[src/rtl/vedic_mac_accum.sv]
// Sums TERMS unsigned 8-bit products and tracks their maximum. The result registers
// are valid one cycle after the last accepted product. prod_ready is held low while a result waits for res_ready.
module vedic_mac_accum #(
   parameter int TERMS = 4,
   parameter int ACC_W = 16
) (
   input  logic             clk,
   input  logic             rst_n,
   input  logic             ena,
   input  logic             clear,
   input  logic [7:0]       prod_in,
   input  logic             prod_valid,
   output logic             prod_ready,
   output logic [ACC_W-1:0] res_sum,
   output logic [7:0]       res_max,
   output logic             res_valid,
   input  logic             res_ready,
   output logic             busy
);

   typedef enum logic [1:0] {
      IDLE  = 2'd0,
      ACCUM = 2'd1,
      DONE  = 2'd2
   } state_t;

   localparam logic [7:0] TERMS_C = 8'(TERMS);

   state_t           state_q, state_d;
   logic [ACC_W-1:0] acc_q, acc_d;
   logic [7:0]       max_q, max_d;
   logic [7:0]       cnt_q, cnt_d;
   logic             accept;

   assign prod_ready = ena && (state_q != DONE);
   assign accept     = ena && !clear && prod_valid && prod_ready;
   assign res_valid  = (state_q == DONE);
   assign busy       = (state_q != IDLE);
   assign res_sum    = acc_q;
   assign res_max    = max_q;

   always_comb begin
      state_d = state_q;
      acc_d   = acc_q;
      max_d   = max_q;
      cnt_d   = cnt_q;
      // clear wins over both product acceptance and the result handshake
      if (clear) begin
         state_d = IDLE;
         acc_d   = '0;
         max_d   = '0;
         cnt_d   = '0;
      end else if (ena) begin
         case (state_q)
            IDLE: begin
               if (accept) begin
                  acc_d   = ACC_W'(prod_in);
                  max_d   = prod_in;
                  cnt_d   = 8'd1;
                  state_d = (TERMS_C == 8'd1) ? DONE : ACCUM;
               end
            end
            ACCUM: begin
               if (accept) begin
                  acc_d   = acc_q + ACC_W'(prod_in);
                  max_d   = (prod_in > max_q) ? prod_in : max_q;
                  cnt_d   = cnt_q + 8'd1;
                  if (cnt_q + 8'd1 == TERMS_C) begin
                     state_d = DONE;
                  end
               end
            end
            DONE: begin
               if (res_ready) begin
                  state_d = IDLE;
                  acc_d   = '0;
                  max_d   = '0;
                  cnt_d   = '0;
               end
            end
            default: begin
               state_d = IDLE;
               acc_d   = '0;
               max_d   = '0;
               cnt_d   = '0;
            end
         endcase
      end
   end

   always_ff @(posedge clk or negedge rst_n) begin
      if (!rst_n) begin
         state_q <= IDLE;
         acc_q   <= '0;
         max_q   <= '0;
         cnt_q   <= '0;
      end else begin
         state_q <= state_d;
         acc_q   <= acc_d;
         max_q   <= max_d;
         cnt_q   <= cnt_d;
      end
   end

endmodule

[config.mk]
export PLATFORM = sky130hd
export DESIGN_NAME = vedic_mac_accum
export DESIGN_NICKNAME = d
export VERILOG_FILES = /design/src/rtl/vedic_mac_accum.sv
export SDC_FILE = /design/constraint.sdc
export NUM_CORES = 1
export LEC_CHECK = 0
export BUFFER_PORTS_ARGS = -buffer_cell sky130_fd_sc_hd__buf_2
export CAP_MARGIN = 20
export CORE_MARGIN = 2
export CORE_UTILIZATION = 42
export CTS_CLUSTER_SIZE = 14
export DETAILED_ROUTE_END_ITERATION = 6
export GPL_ROUTABILITY_DRIVEN = 0
export PLACE_DENSITY_LB_ADDON = 0.2
export SLEW_MARGIN = 20
export SYNTH_ARGS = -nofsm -noshare
export SYNTH_HDL_FRONTEND = slang
export SYNTH_SLANG_ARGS = --single-unit
[constraint.sdc]
create_clock -name clk -period 2.9 [get_ports clk]
set_input_delay 0.29 -clock clk [delete_from_list [all_inputs] [get_ports clk]]
set_output_delay 0.29 -clock clk [all_outputs]
set_load 0.02 [all_outputs]
# == After elaboration in Yosys (flattened, before gate mapping) ==
# Index checks and enable logic that the tools add are counted.
# word_totals
reg_bits,34
wordCells,52
# op_classes
n_addsub,2
n_lt_le_gt_ge,1
eq_ne,9
muxes,25
n_reduce_logical,11
# op_table
cell,count
$mux 16,5
$mux 8,10
$pmux 16 s3,1
$pmux 8 s3,2
$add 16x8->16,1
$mux 2,6
$ne 3x3->1 const B,4
$reduce_and 5->1,2
$add 8x1->8 const B,1
$eq 8x3->1 const B,1
$gt 8x8->1,1
$pmux 2 s3,1
$logic_and 1x1->1,4
$reduce_and 4->1,1
$reduce_bool 2->1,2
$ne 3x2->1 const B,1
$eq 2x1->1 const B,1
$eq 2x2->1 const B,1
$logic_not 2->1,1
$ne 2x2->1 const B,1
$logic_not 1->1,1

# == Logic depth before layout (Yosys ltp) ==
# Gate-level depths: netlist (run 1).
# logic_depth
word_depth,8
depth_mapped,8

# == Least setup slack after synthesis (run 1) ==
# Ideal clock, no wire load.
# synth_timing
path_type,register to register
from,"register acc_q[0], in the netlist res_sum[0]"
to,"register acc_q[12], in the netlist res_sum[12]"
setup_time_ns,0.078
t_arrival_ns,2.162
required_time_ns,2.822
setup_slack_ns,0.661
path_stages_with_launch,9
synth_period_minus_slack_ns,2.239
cell_sequence,dfrtp_1 ha_1 inv_1 fa_1 nor2b_1 o31a_1 o32ai_2 or4_1 a21oi_1
# synth_via
elab_chain_len,5
# synth_rtl
item,line_no,rtl
from (decl),30,"logic [ACC_W-1:0] acc_q, acc_d;"
from (signal assigned),94,acc_q <= '0;
from (signal assigned),99,acc_q <= acc_d;
$add 16x8->16,65,acc_d = acc_q + ACC_W'(prod_in);
$mux 16,64,if (accept) begin
$pmux 16 s3,54,case (state_q)
$mux 16,53,end else if (ena) begin
$mux 16,48,if (clear) begin
# Every way passes these cells. The select of a mux whose other input is x is not followed.
# A chain may end at the register's enable or synchronous reset.

# == Worst setup path in the final report (run 1) ==
# Ends and elaborated chain as after synthesis.

==> impl_summary.txt, run 1 <==
----------------------------------------------------
[Setup path]
  Path type of the worst setup path ... flop to flop
  Number of buffers and inverters on the critical path ... 1
  Critical Path Max Stage Delay ... 0.52 ns
  CP Data Arrival Time ... 2.48 ns
  Element type at the critical path end ... flop
  Crit path depth ... 8
  Critical-path cell list ... ha_1, inv_1, fa_1, nor2b_1, o31a_1, o32ai_2, or4_1, a21oi_1
  Maximum fanout along the worst path ... 8
  Endpoint required time on the critical path ... 3.11 ns
  Startpoint Class ... flop
  Number of cells traversed by the worst register-to-register path ... 8
  Cell type group with the largest total delay on the critical path ... simple AND/OR/NAND/NOR gates
  Slowest stage cell, crit path ... sky130_fd_sc_hd__or4_1

[Yosys]
  Share of the yosys chip area belonging to registers ... 0.372
  Fraction of post-synthesis cell area in the top cell type by area ... 0.372
  Synth cell types ... 46
  Total of flip-flops plus latches after synthesis ... 34
  Count of flip-flops with a built-in enable after synthesis ... 0
  Largest area contributor in the synthesized netlist ... sky130_fd_sc_hd__dfrtp_1
  Synthesized area per cell ... 9.11 µm²
  YS warnings ... 0
  Top post-synthesis cells by area ... sky130_fd_sc_hd__dfrtp_1 37%, sky130_fd_sc_hd__ha_1 9.8%, sky130_fd_sc_hd__o21ai_0 5.5%
  Share of flip-flops with an asynchronous set or reset ... 1.00
  Syn nets ... 284
  Area of the mapped netlist ... 2290 µm²
  Most common flop cell mapped by yosys ... sky130_fd_sc_hd__dfrtp_1
  Mapped Cells ... 251

[Floorplan]
  Core Footprint ... 5170 µm²
  Number of top-level design ports ... 41
  Vertical die dimension ... 77.8 µm
  Placement row count ... 26
  Initial standard-cell utilization of the core ... 0.442
  DIE AREA ... 6050 µm²
  Overall die width ... 77.8 µm

[Timing]
  Final max-slew violation count ... 0
  Fin crit period ... 2.27 ns
  Final cycle utilization of the critical path ... 0.782
  Final setup violating endpoints ... 0
  Final hold violation count ... 0
  Tightest slew margin relative to the limit ... 0.485
  Final setup TNS ... 0 ns
  Least-Margin Pin Slew ... 0.773 ns
  Setup repair after global routing missed its margin ... no
  Upper clock frequency limit ... 441 MHz
  Min setup slack post-route ... 0.633 ns
  Post-route clock skew ... 0.00884 ns

[Global routing]
  Sum of overflow across all layers after global routing ... 0
  Number of global-route vias before repair ... 1,768
  Largest net degree at the start of global routing ... 35
  Initial antenna violation count ... 0
  Total routing usage reported by global routing ... 0.177
  Wire length of the first global-routing pass ... 8560 µm

[Power and ir drop]
  Sw frac ... 0.319
  Comb power frac ... 0.284
  Share of power burned in registers ... 0.391
  Static Leak ... 1.32 nW
  Internal Power ... 0.945 mW
  Switching power of the nets ... 0.442 mW
  Cell area power density ... 518 nW/µm²
  VDD IR max ... 0.196 mV
  Relative contribution of the clock network to total power ... 0.325

[Min path]
  Tightest Hold Check Type ... primary input to async pin

[Drt]
  Total wirelength of the detailed-routed design ... 4900 µm
  Total number of vias ... 1,910
  Vias per inst ... 5.25
  Remaining antenna violation count after routing ... 0
  DRC violations left ... 0
  Detail-routed net length per standard cell ... 13.5 µm
  Length of the first detailed-routing pass in iterations ... 4
  Initial DRC Count ... 119

[CTS]
  TritonCTS clock tree ... yes
  Latest clock arrival within the worst-skew pair ... 0.29 ns
  Clock Tree Buf Depth ... 2
  Number of sinks handled by clock tree synthesis ... 34
  Post-CTS repair timing setup buffer count ... 0
  Number of H-tree levels ... 2
  Clock slew at the register clock pins of the worst setup and hold paths ... 0.07 ns
  Resized Gates After CTS ... 0
  Hold Buf Count CTS ... 0
  CTS Buf Count ... 5
  Root buffer cell ... sky130_fd_sc_hd__clkbuf_8

[Place]
  Count of input and output buffers ... 40
  Area post-placement ... 2570 µm²
  Worst setup slack after placement ... 0.613 ns
  Final HPWL DP ... 3610 µm

[Finish]
  Net total in the final layout ... 327
  Area growth, synth to finish ... 17.2%
  Antenna cells ... 0
  Area of all placed cells without fillers ... 2680 µm²
  Fraction of layout cells with a size suffix above 1 ... 0.214

[Run]
  Number of maximum-capacitance constraint violations ... 0

[Status]
  Status ... completed

----------------------------------------------------
==> synth_stat cells (all sizes together) (2+ instances only) <==
| library cell | number |
|---|---|
| nand2b | 5 |
| ha | 18 |
| o21a | 2 |
| mux2i | 11 |
| o22ai | 3 |
| or3 | 6 |
| or4 | 4 |
| and3 | 3 |
| clkbuf | 4 |
| o31ai | 7 |
| a31oi | 3 |
| xnor2 | 2 |
| buf | 4 |
| nor2b | 3 |
| o21ai | 25 |
| nand3 | 6 |
| a21o | 4 |
| dfrtp | 34 |
| or3b | 2 |
| nor3 | 4 |
| nand4 | 3 |
| a21oi | 18 |
| inv | 21 |
| xor2 | 5 |
| nand2 | 25 |
| o211ai | 2 |
| or2 | 3 |
| nor2 | 10 |
==> metal layers <==
metal / GRT usage / vias up / wire [µm]
met4: 0.0482 / 0 / 41
li1: - / 986 / -
met1: 0.240 / 892 / 2370
met5: 0 / - / 0
met3: 0.0442 / 4 / 167
met2: 0.282 / 28 / 2320
==> logic make-up after synthesis <==
family | share of synthesized area
AO/OA/AOI/OAI | 0.199
adder cells (fa/ha/maj) | 0.107
AND/OR/NAND/NOR | 0.188
multiplexers | 0.0547
XOR/XNOR | 0.0268
buffers and inverters | 0.0525
flip-flops | 0.372
==> layout make-up <==
cell class / instances / area [µm²]
Inverter: 21 / 78.8
Multi-Input combinational cell: 188 / 1320
Tap cell: 70 / 87.6
Sequential cell: 34 / 851
Fill cell: 488 / 2490
Clock inverter: 1 / 30.0
Timing Repair Buffer: 44 / 230
Clock buffer: 6 / 82.6
==> flip-flops by register name (all words and copies together), names as in the netlist <==
register,count
res_sum,16
cnt_q,8
res_max,8
state_q,2
==> through the flow <==
| stage | util | power (mW) | instances | hold slack (ns) |
|---|---|---|---|---|
| final | 0.518 | 1.39 | 364 | 0.0713 |
| after global routing | 0.518 | 1.48 | 364 | 0.145 |
| after CTS | 0.518 | 1.41 | 364 | 0.107 |
| after detailed placement | 0.496 | 0.950 | 357 | 0.421 |
| after global placement | 0.496 | 0.946 | 357 | 0.420 |
| after floorplan | - | 0.833 | 251 | -0.00559 |
==> power groups by stage <==
stage / Combinational [mW] / Clock, mW / Sequential [mW]
2_1_floorplan: 0.243 / 0 / 0.590
3_3_place_gp: 0.396 / 0 / 0.550
3_5_place_dp: 0.398 / 0 / 0.551
4_1_cts: 0.400 / 0.463 / 0.542
5_1_grt: 0.446 / 0.489 / 0.548
6_report: 0.395 / 0.451 / 0.542
==> final timing paths <==
kind,from,slack [ns],endpoint
hold reg to reg,res_sum[5]$_DFFE_PN0P_,0.52,res_sum[5]$_DFFE_PN0P_
min in group clk,prod_in[5],0.28,res_max[5]$_DFFE_PN0P_
setup / recovery,res_sum[0]$_DFFE_PN0P_,0.63,res_sum[12]$_DFFE_PN0P_
hold / removal,rst_n,0.07,res_sum[1]$_DFFE_PN0P_
max in group asynchronous,rst_n,2.33,state_q[1]$_DFFE_PN0P_
setup reg to reg,res_sum[0]$_DFFE_PN0P_,0.63,res_sum[12]$_DFFE_PN0P_
==> cell usage in the layout (no fill, tap or decap), types with 7 or more instances in the layout <==
cell	n
sky130_fd_sc_hd__a21oi_1	17
sky130_fd_sc_hd__buf_2	40
sky130_fd_sc_hd__dfrtp_1	34
sky130_fd_sc_hd__ha_1	18
sky130_fd_sc_hd__inv_1	21
sky130_fd_sc_hd__mux2i_1	11
sky130_fd_sc_hd__nand2_1	25
sky130_fd_sc_hd__nor2_1	9
sky130_fd_sc_hd__o21ai_0	25
sky130_fd_sc_hd__o31ai_1	7
Note: power is estimated with default switching activity, not from simulation.
==> inputs of run 2 (changes only) <==
==> constraint.sdc (replaced) <==
create_clock -name clk -period 2.15 [get_ports clk]
set_input_delay 0.215 -clock clk [delete_from_list [all_inputs] [get_ports clk]]
set_output_delay 0.215 -clock clk [all_outputs]
set_load 0.02 [all_outputs]
==> run 2 against run 1 <==
Design area grew 3.9%. Clock power rose by 7.8%. Routed wire length rose by 6.8%. Total power is 30% higher. Sequential power up 35%. First-iteration DRC count fell by 64%. Critical path type unchanged. Combinational power increased by 50%. Flip-flop and latch count unchanged. Global-route usage rose by 1.4 points. Fmax rose by 7.3%. Die area stayed put.
==> impl_summary.txt, run 2 (synthesis gave the netlist of run 1 again) <==
----------------------------------------------------
[Finish]
  Most common library cell in the layout ignoring fill and taps ... sky130_fd_sc_hd__buf_2
  Fraction of layout cells with a size suffix above 1 ... 0.272
  Number of flip-flops in the largest register ... 16
  Filler cells ... 495
  Area occupied by multi-input gates ... 1380 µm²
  Leading cell types in the layout, fill and taps excluded ... 40 x sky130_fd_sc_hd__buf_2, 33 x sky130_fd_sc_hd__dfrtp_1, 25 x sky130_fd_sc_hd__nand2_1, 25 x sky130_fd_sc_hd__o21ai_0, 20 x sky130_fd_sc_hd__inv_1
  Antenna cells ... 0
  Net total in the final layout ... 335
  Sequential cell area ... 852 µm²
  Area growth, synth to finish ... 21.8%
  Core Util, Final ... 0.538

[Timing]
  Final hold violation count ... 0
  Setup repair after global routing missed its margin ... yes
  Worst hold margin ... 0.194 ns
  Fin crit period ... 2.11 ns
  Final cycle utilization of the critical path ... 0.982
  Least-Margin Pin Slew ... 0.476 ns
  Final max-slew violation count ... 0
  Tightest slew margin relative to the limit ... 0.681
  Final setup violating endpoints ... 0
  Post-route clock skew ... 0.0122 ns
  Upper clock frequency limit ... 474 MHz
  Min setup slack post-route ... 0.0384 ns

[Setup path]
  CP Data Arrival Time ... 2.33 ns
  Register-to-register path setup slack ... 0.04 ns
  Maximum fanout along the worst path ... 3
  Element type at the critical path end ... flop
  Startpoint Class ... flop
  Endpoint required time on the critical path ... 2.36 ns
  Path type of the worst setup path ... flop to flop

[Place]
  Worst setup slack after placement ... 0.0102 ns
  Count of input and output buffers ... 40
  Final HPWL DP ... 3930 µm

[Global routing]
  Sum of overflow across all layers after global routing ... 0
  Largest net degree at the start of global routing ... 19
  Total routing usage reported by global routing ... 0.192
  Wire length of the first global-routing pass ... 9070 µm
  Number of global-route vias before repair ... 1,902
  Initial antenna violation count ... 0

[CTS]
  Latest clock arrival within the worst-skew pair ... 0.29 ns
  Clock Tree Buf Depth ... 2
  Root buffer cell ... sky130_fd_sc_hd__clkbuf_8
  Number of sinks handled by clock tree synthesis ... 34
  Number of H-tree levels ... 2
  Post-CTS repair timing setup buffer count ... 0
  TritonCTS clock tree ... yes
  Clock slew at the register clock pins of the worst setup and hold paths ... 0.08 ns
  CTS Buf Count ... 5

[Power and ir drop]
  VDD IR max ... 0.309 mV
  Static Leak ... 1.36 nW
  Cell area power density ... 650 nW/µm²

[Drt]
  Total wirelength of the detailed-routed design ... 5230 µm
  Vias per inst ... 5.17
  Length of the first detailed-routing pass in iterations ... 4
  Initial DRC Count ... 43
  DRC violations left ... 0
  Detail-routed net length per standard cell ... 14.1 µm
  Remaining antenna violation count after routing ... 0
  Total number of vias ... 1,925

[Floorplan]
  DIE AREA ... 6050 µm²
  Initial standard-cell utilization of the core ... 0.442
  Vertical die dimension ... 77.8 µm
  Core Footprint ... 5170 µm²
  Placement row count ... 26
  Number of top-level design ports ... 41
  Overall die width ... 77.8 µm

[Run]
  Number of maximum-capacitance constraint violations ... 0

[Status]
  Status ... completed

[Min path]
  Tightest Hold Check Type ... primary input to flop

----------------------------------------------------
[run 2: cell types whose count changed in the layout (fill, tap and decap cells not counted), sizes merged]
cell         delta
bufinv          -1
dlygate4sd3     +1
clkbuf          +1
buf             +7
[run 2: what timing repair did]
item,4_1_cts,5_1_grt
gates resized for setup,0,11
pin swaps,2,10
hold buffers,1,0
endpoints found under the setup margin,3,6
hold endpoints to repair,17,0
[run 2: final timing paths]
| kind | cells past startpoint | end | start |
|---|---|---|---|
| setup / recovery | 8 | res_sum[12]$_DFFE_PN0P_ | res_sum[0]$_DFFE_PN0P_ |
| hold / removal | 3 | res_max[3]$_DFFE_PN0P_ | prod_in[3] |
| setup reg to reg | 8 | res_sum[12]$_DFFE_PN0P_ | res_sum[0]$_DFFE_PN0P_ |
| hold reg to reg | 2 | res_sum[3]$_DFFE_PN0P_ | res_sum[3]$_DFFE_PN0P_ |
| max in group asynchronous | 3 | res_sum[11]$_DFFE_PN0P_ | rst_n |
| min in group asynchronous | 2 | res_sum[1]$_DFFE_PN0P_ | rst_n |
[run 2: worst max-delay path: stages (launching register included)]
cell and delay (ns):
sky130_fd_sc_hd__dfrtp_2 0.40, sky130_fd_sc_hd__ha_4 0.14, sky130_fd_sc_hd__inv_2 0.03, sky130_fd_sc_hd__fa_2 0.38, sky130_fd_sc_hd__nor2b_2 0.13, sky130_fd_sc_hd__o31a_1 0.22, sky130_fd_sc_hd__o32ai_4 0.11, sky130_fd_sc_hd__or4_4 0.49
sky130_fd_sc_hd__a21oi_2 0.13
[run 2: cell type report]
type / instances / area share
Timing Repair Buffer: 52 / 0.106
Clock buffer: 7 / 0.0310
Inverter: 21 / 0.0283
Multi-Input combinational cell: 188 / 0.497
Tap cell: 70 / 0.0314
Sequential cell: 34 / 0.306
[run 2: per-stage QoR]
stage | power (mW) | std cells | instance area [µm²] | setup TNS (ns)
after CTS | 1.82 | 372 | 2740 | -0.0129
after floorplan | 1.13 | 251 | 2310 | 0
after global placement | 1.31 | 364 | 2650 | 0
final | 1.81 | 372 | 2790 | 0
after global routing | 1.94 | 372 | 2790 | -0.0740
after detailed placement | 1.33 | 364 | 2650 | 0
[run 2: layer usage]
layer / vias up / track usage / wire [µm]
li1: 997 / - / -
met1: 897 / 0.244 / 2390
met2: 26 / 0.324 / 2610
met3: 5 / 0.0558 / 184
met4: 0 / 0.0375 / 38
met5: - / 0 / 0
[run 2: power breakdown]
part / total [mW] / switching (mW) / leakage [nW] / internal [mW]
registers: 0.731 / 0.0395 / 0.454 / 0.691
logic: 0.594 / 0.346 / 0.857 / 0.248
clock network: 0.486 / 0.231 / 0.0443 / 0.254
total: 1.81 / 0.616 / 1.36 / 1.19
==> inputs of run 3 (changes only) <==
--- a/config.mk
+++ b/config.mk
@@ -13,6 +13,7 @@
 export DETAILED_ROUTE_END_ITERATION = 6
 export GPL_ROUTABILITY_DRIVEN = 0
 export PLACE_DENSITY_LB_ADDON = 0.2
+export SETUP_SLACK_MARGIN = 0.5
 export SLEW_MARGIN = 20
 export SYNTH_ARGS = -nofsm -noshare
 export SYNTH_HDL_FRONTEND = slang
==> run 3 against run 2 <==
The flow now finishes with violations (hold timing). Core utilization rose by 8.4 points. Largest cell class unchanged. Routed wire length rose by 11%. Worst setup slack improved by 0.077 ns. Clock power rose by 17%. Total power rose by 14%. Design area rose by 16%. Final cell count rose by 6.2%.
==> impl_summary.txt, run 3 (synthesis gave the netlist of run 1 again) <==
----------------------------------------------------
[Finish]
  Leading cell types in the layout, fill and taps excluded ... 38 x sky130_fd_sc_hd__buf_2, 25 x sky130_fd_sc_hd__dfrtp_1, 22 x sky130_fd_sc_hd__nand2_1, 22 x sky130_fd_sc_hd__buf_4
  Fraction of layout cells with a size suffix above 1 ... 0.422
  Most common library cell in the layout ignoring fill and taps ... sky130_fd_sc_hd__buf_2
  Area growth, synth to finish ... 40.8%
  Area of all placed cells without fillers ... 3220 µm²
  Number of flip-flops in the largest register ... 16
  Net total in the final layout ... 357
  Antenna cells ... 0
  Sequential cell area ... 862 µm²
  Filler cells ... 420
  Core Util, Final ... 0.622
  Area occupied by multi-input gates ... 1560 µm²

[Place]
  Area post-placement ... 2690 µm²
  Final HPWL DP ... 3830 µm
  Count of input and output buffers ... 40

[Timing]
  Final setup violating endpoints ... 0
  Worst hold margin ... -0.00257 ns
  Final cycle utilization of the critical path ... 0.946
  Least-Margin Pin Slew ... 0.792 ns
  Post-route clock skew ... 0.00936 ns
  Upper clock frequency limit ... 492 MHz
  Final max-slew violation count ... 0
  Fin crit period ... 2.03 ns
  Final hold violation count ... 4
  Setup repair after global routing missed its margin ... yes
  Final setup TNS ... 0 ns
  Tightest slew margin relative to the limit ... 0.472

[Power and ir drop]
  Relative contribution of the clock network to total power ... 0.275
  Internal Power ... 1.38 mW
  Comb power frac ... 0.367
  Switching power of the nets ... 0.694 mW
  Cell area power density ... 643 nW/µm²
  VDD IR max ... 0.379 mV
  Static Leak ... 1.51 nW
  Share of power burned in registers ... 0.358
  Sw frac ... 0.335

[Setup path]
  Maximum fanout along the worst path ... 3
  Element type at the critical path end ... flop
  Startpoint Class ... flop
  Endpoint required time on the critical path ... 2.37 ns
  Reg2reg start ... res_sum[0]$_DFFE_PN0P_
  Cell type group with the largest total delay on the critical path ... simple AND/OR/NAND/NOR gates
  Critical-path cell list ... ha_4, inv_2, fa_2, nor2b_2, o31a_1, o32ai_4, or4_1, a21oi_1
  Slowest stage cell, crit path ... sky130_fd_sc_hd__or4_1
  Path type of the worst setup path ... flop to flop
  CP Data Arrival Time ... 2.25 ns
  Number of buffers and inverters on the critical path ... 1
  Critical Path Max Stage Delay ... 0.47 ns
  Critical path startpoint ... res_sum[0]$_DFFE_PN0P_

[Floorplan]
  Core Footprint ... 5170 µm²
  DIE AREA ... 6050 µm²
  Initial standard-cell utilization of the core ... 0.442
  Number of top-level design ports ... 41
  Vertical die dimension ... 77.8 µm
  Placement row count ... 26
  Overall die width ... 77.8 µm

[Drt]
  DRC violations left ... 0
  Total number of vias ... 2,094
  Vias per inst ... 5.30
  Detail-routed net length per standard cell ... 14.6 µm
  Initial DRC Count ... 106
  Remaining antenna violation count after routing ... 0
  Length of the first detailed-routing pass in iterations ... 4
  Total wirelength of the detailed-routed design ... 5780 µm

[CTS]
  Root buffer cell ... sky130_fd_sc_hd__clkbuf_8
  TritonCTS clock tree ... yes
  Number of sinks handled by clock tree synthesis ... 34
  Latest clock arrival within the worst-skew pair ... 0.29 ns
  Clock slew at the register clock pins of the worst setup and hold paths ... 0.08 ns
  Number of H-tree levels ... 2
  CTS Buf Count ... 5
  Clock Tree Buf Depth ... 2

[Global routing]
  Sum of overflow across all layers after global routing ... 0
  Initial antenna violation count ... 0
  Total routing usage reported by global routing ... 0.203
  Number of global-route vias before repair ... 2,026
  Largest net degree at the start of global routing ... 35
  Wire length of the first global-routing pass ... 9640 µm

[Status]
  Violated checks ... hold timing
  Status ... finished with violations

[Min path]
  Tightest Hold Check Type ... primary input to async pin

[Run]
  Number of maximum-capacitance constraint violations ... 0

----------------------------------------------------
-- run 3: cell types whose count changed in the layout (fill, tap and decap cells not counted), sizes merged --
cell         previous run  this run
dlygate4sd3             1         0
clkbuf                  7         9
buf                    51        73
-- run 3: per-stage QoR --
stage          power [mW]  instances  setup WS, ns
6_report             2.07        395         0.116
5_1_grt              2.21        395        0.0262
4_1_cts              2.00        385         0.135
3_5_place_dp         1.34        360        0.0700
3_3_place_gp         1.33        360         0.108
2_1_floorplan        1.16        251        0.0805
-- run 3: final cells by class --
| type | instances | share of cell area |
|---|---|---|
| Tap cell | 70 | 0.0272 |
| Timing Repair Buffer | 74 | 0.162 |
| Inverter | 21 | 0.0245 |
| Clock buffer | 8 | 0.0342 |
| Sequential cell | 34 | 0.268 |
| Multi-Input combinational cell | 188 | 0.484 |
-- run 3: final timing paths --
path / endpoint / slack (ns) / cells past startpoint
setup / recovery: res_sum[12]$_DFFE_PN0P_ / 0.12 / 8
max in group asynchronous: res_max[6]$_DFFE_PN0P_ / 1.59 / 1
hold / removal: res_max[3]$_DFFE_PN0P_ / -0.003 / 1
setup reg to reg: res_sum[12]$_DFFE_PN0P_ / 0.12 / 8
hold reg to reg: cnt_q[4]$_DFFE_PN0P_ / 0.52 / 1
min in group clk: res_max[3]$_DFFE_PN0P_ / 0.21 / 3
-- run 3: what timing repair did --
| action | CTS | global route |
|---|---|---|
| cloned | 1 | 0 |
| hold buffers | 0 | 0 |
| gates resized for setup | 13 | 38 |
| buffers inserted | 16 | 10 |
| pin swaps | 7 | 8 |
| endpoints found under the setup margin | 27 | 36 |
-- run 3: power by group through the flow --
| stage | sequential (mW) | clock, mW | combinational, mW |
|---|---|---|---|
| floorplan | 0.804 | 0 | 0.356 |
| global placement | 0.748 | 0 | 0.585 |
| detailed placement | 0.753 | 0 | 0.591 |
| CTS | 0.737 | 0.581 | 0.678 |
| global route | 0.749 | 0.618 | 0.838 |
| finish | 0.741 | 0.570 | 0.760 |
-- run 3: layer usage --
metal / track usage / wire [µm] / vias to the layer above / share of wire
li1: - / - / 1051 / -
met2: 0.356 / 2970 / 31 / 0.51
met1: 0.245 / 2560 / 1005 / 0.44
met4: 0.0625 / 84 / 0 / 0.015
met5: 0 / 0 / - / 0
met3: 0.0453 / 166 / 7 / 0.029
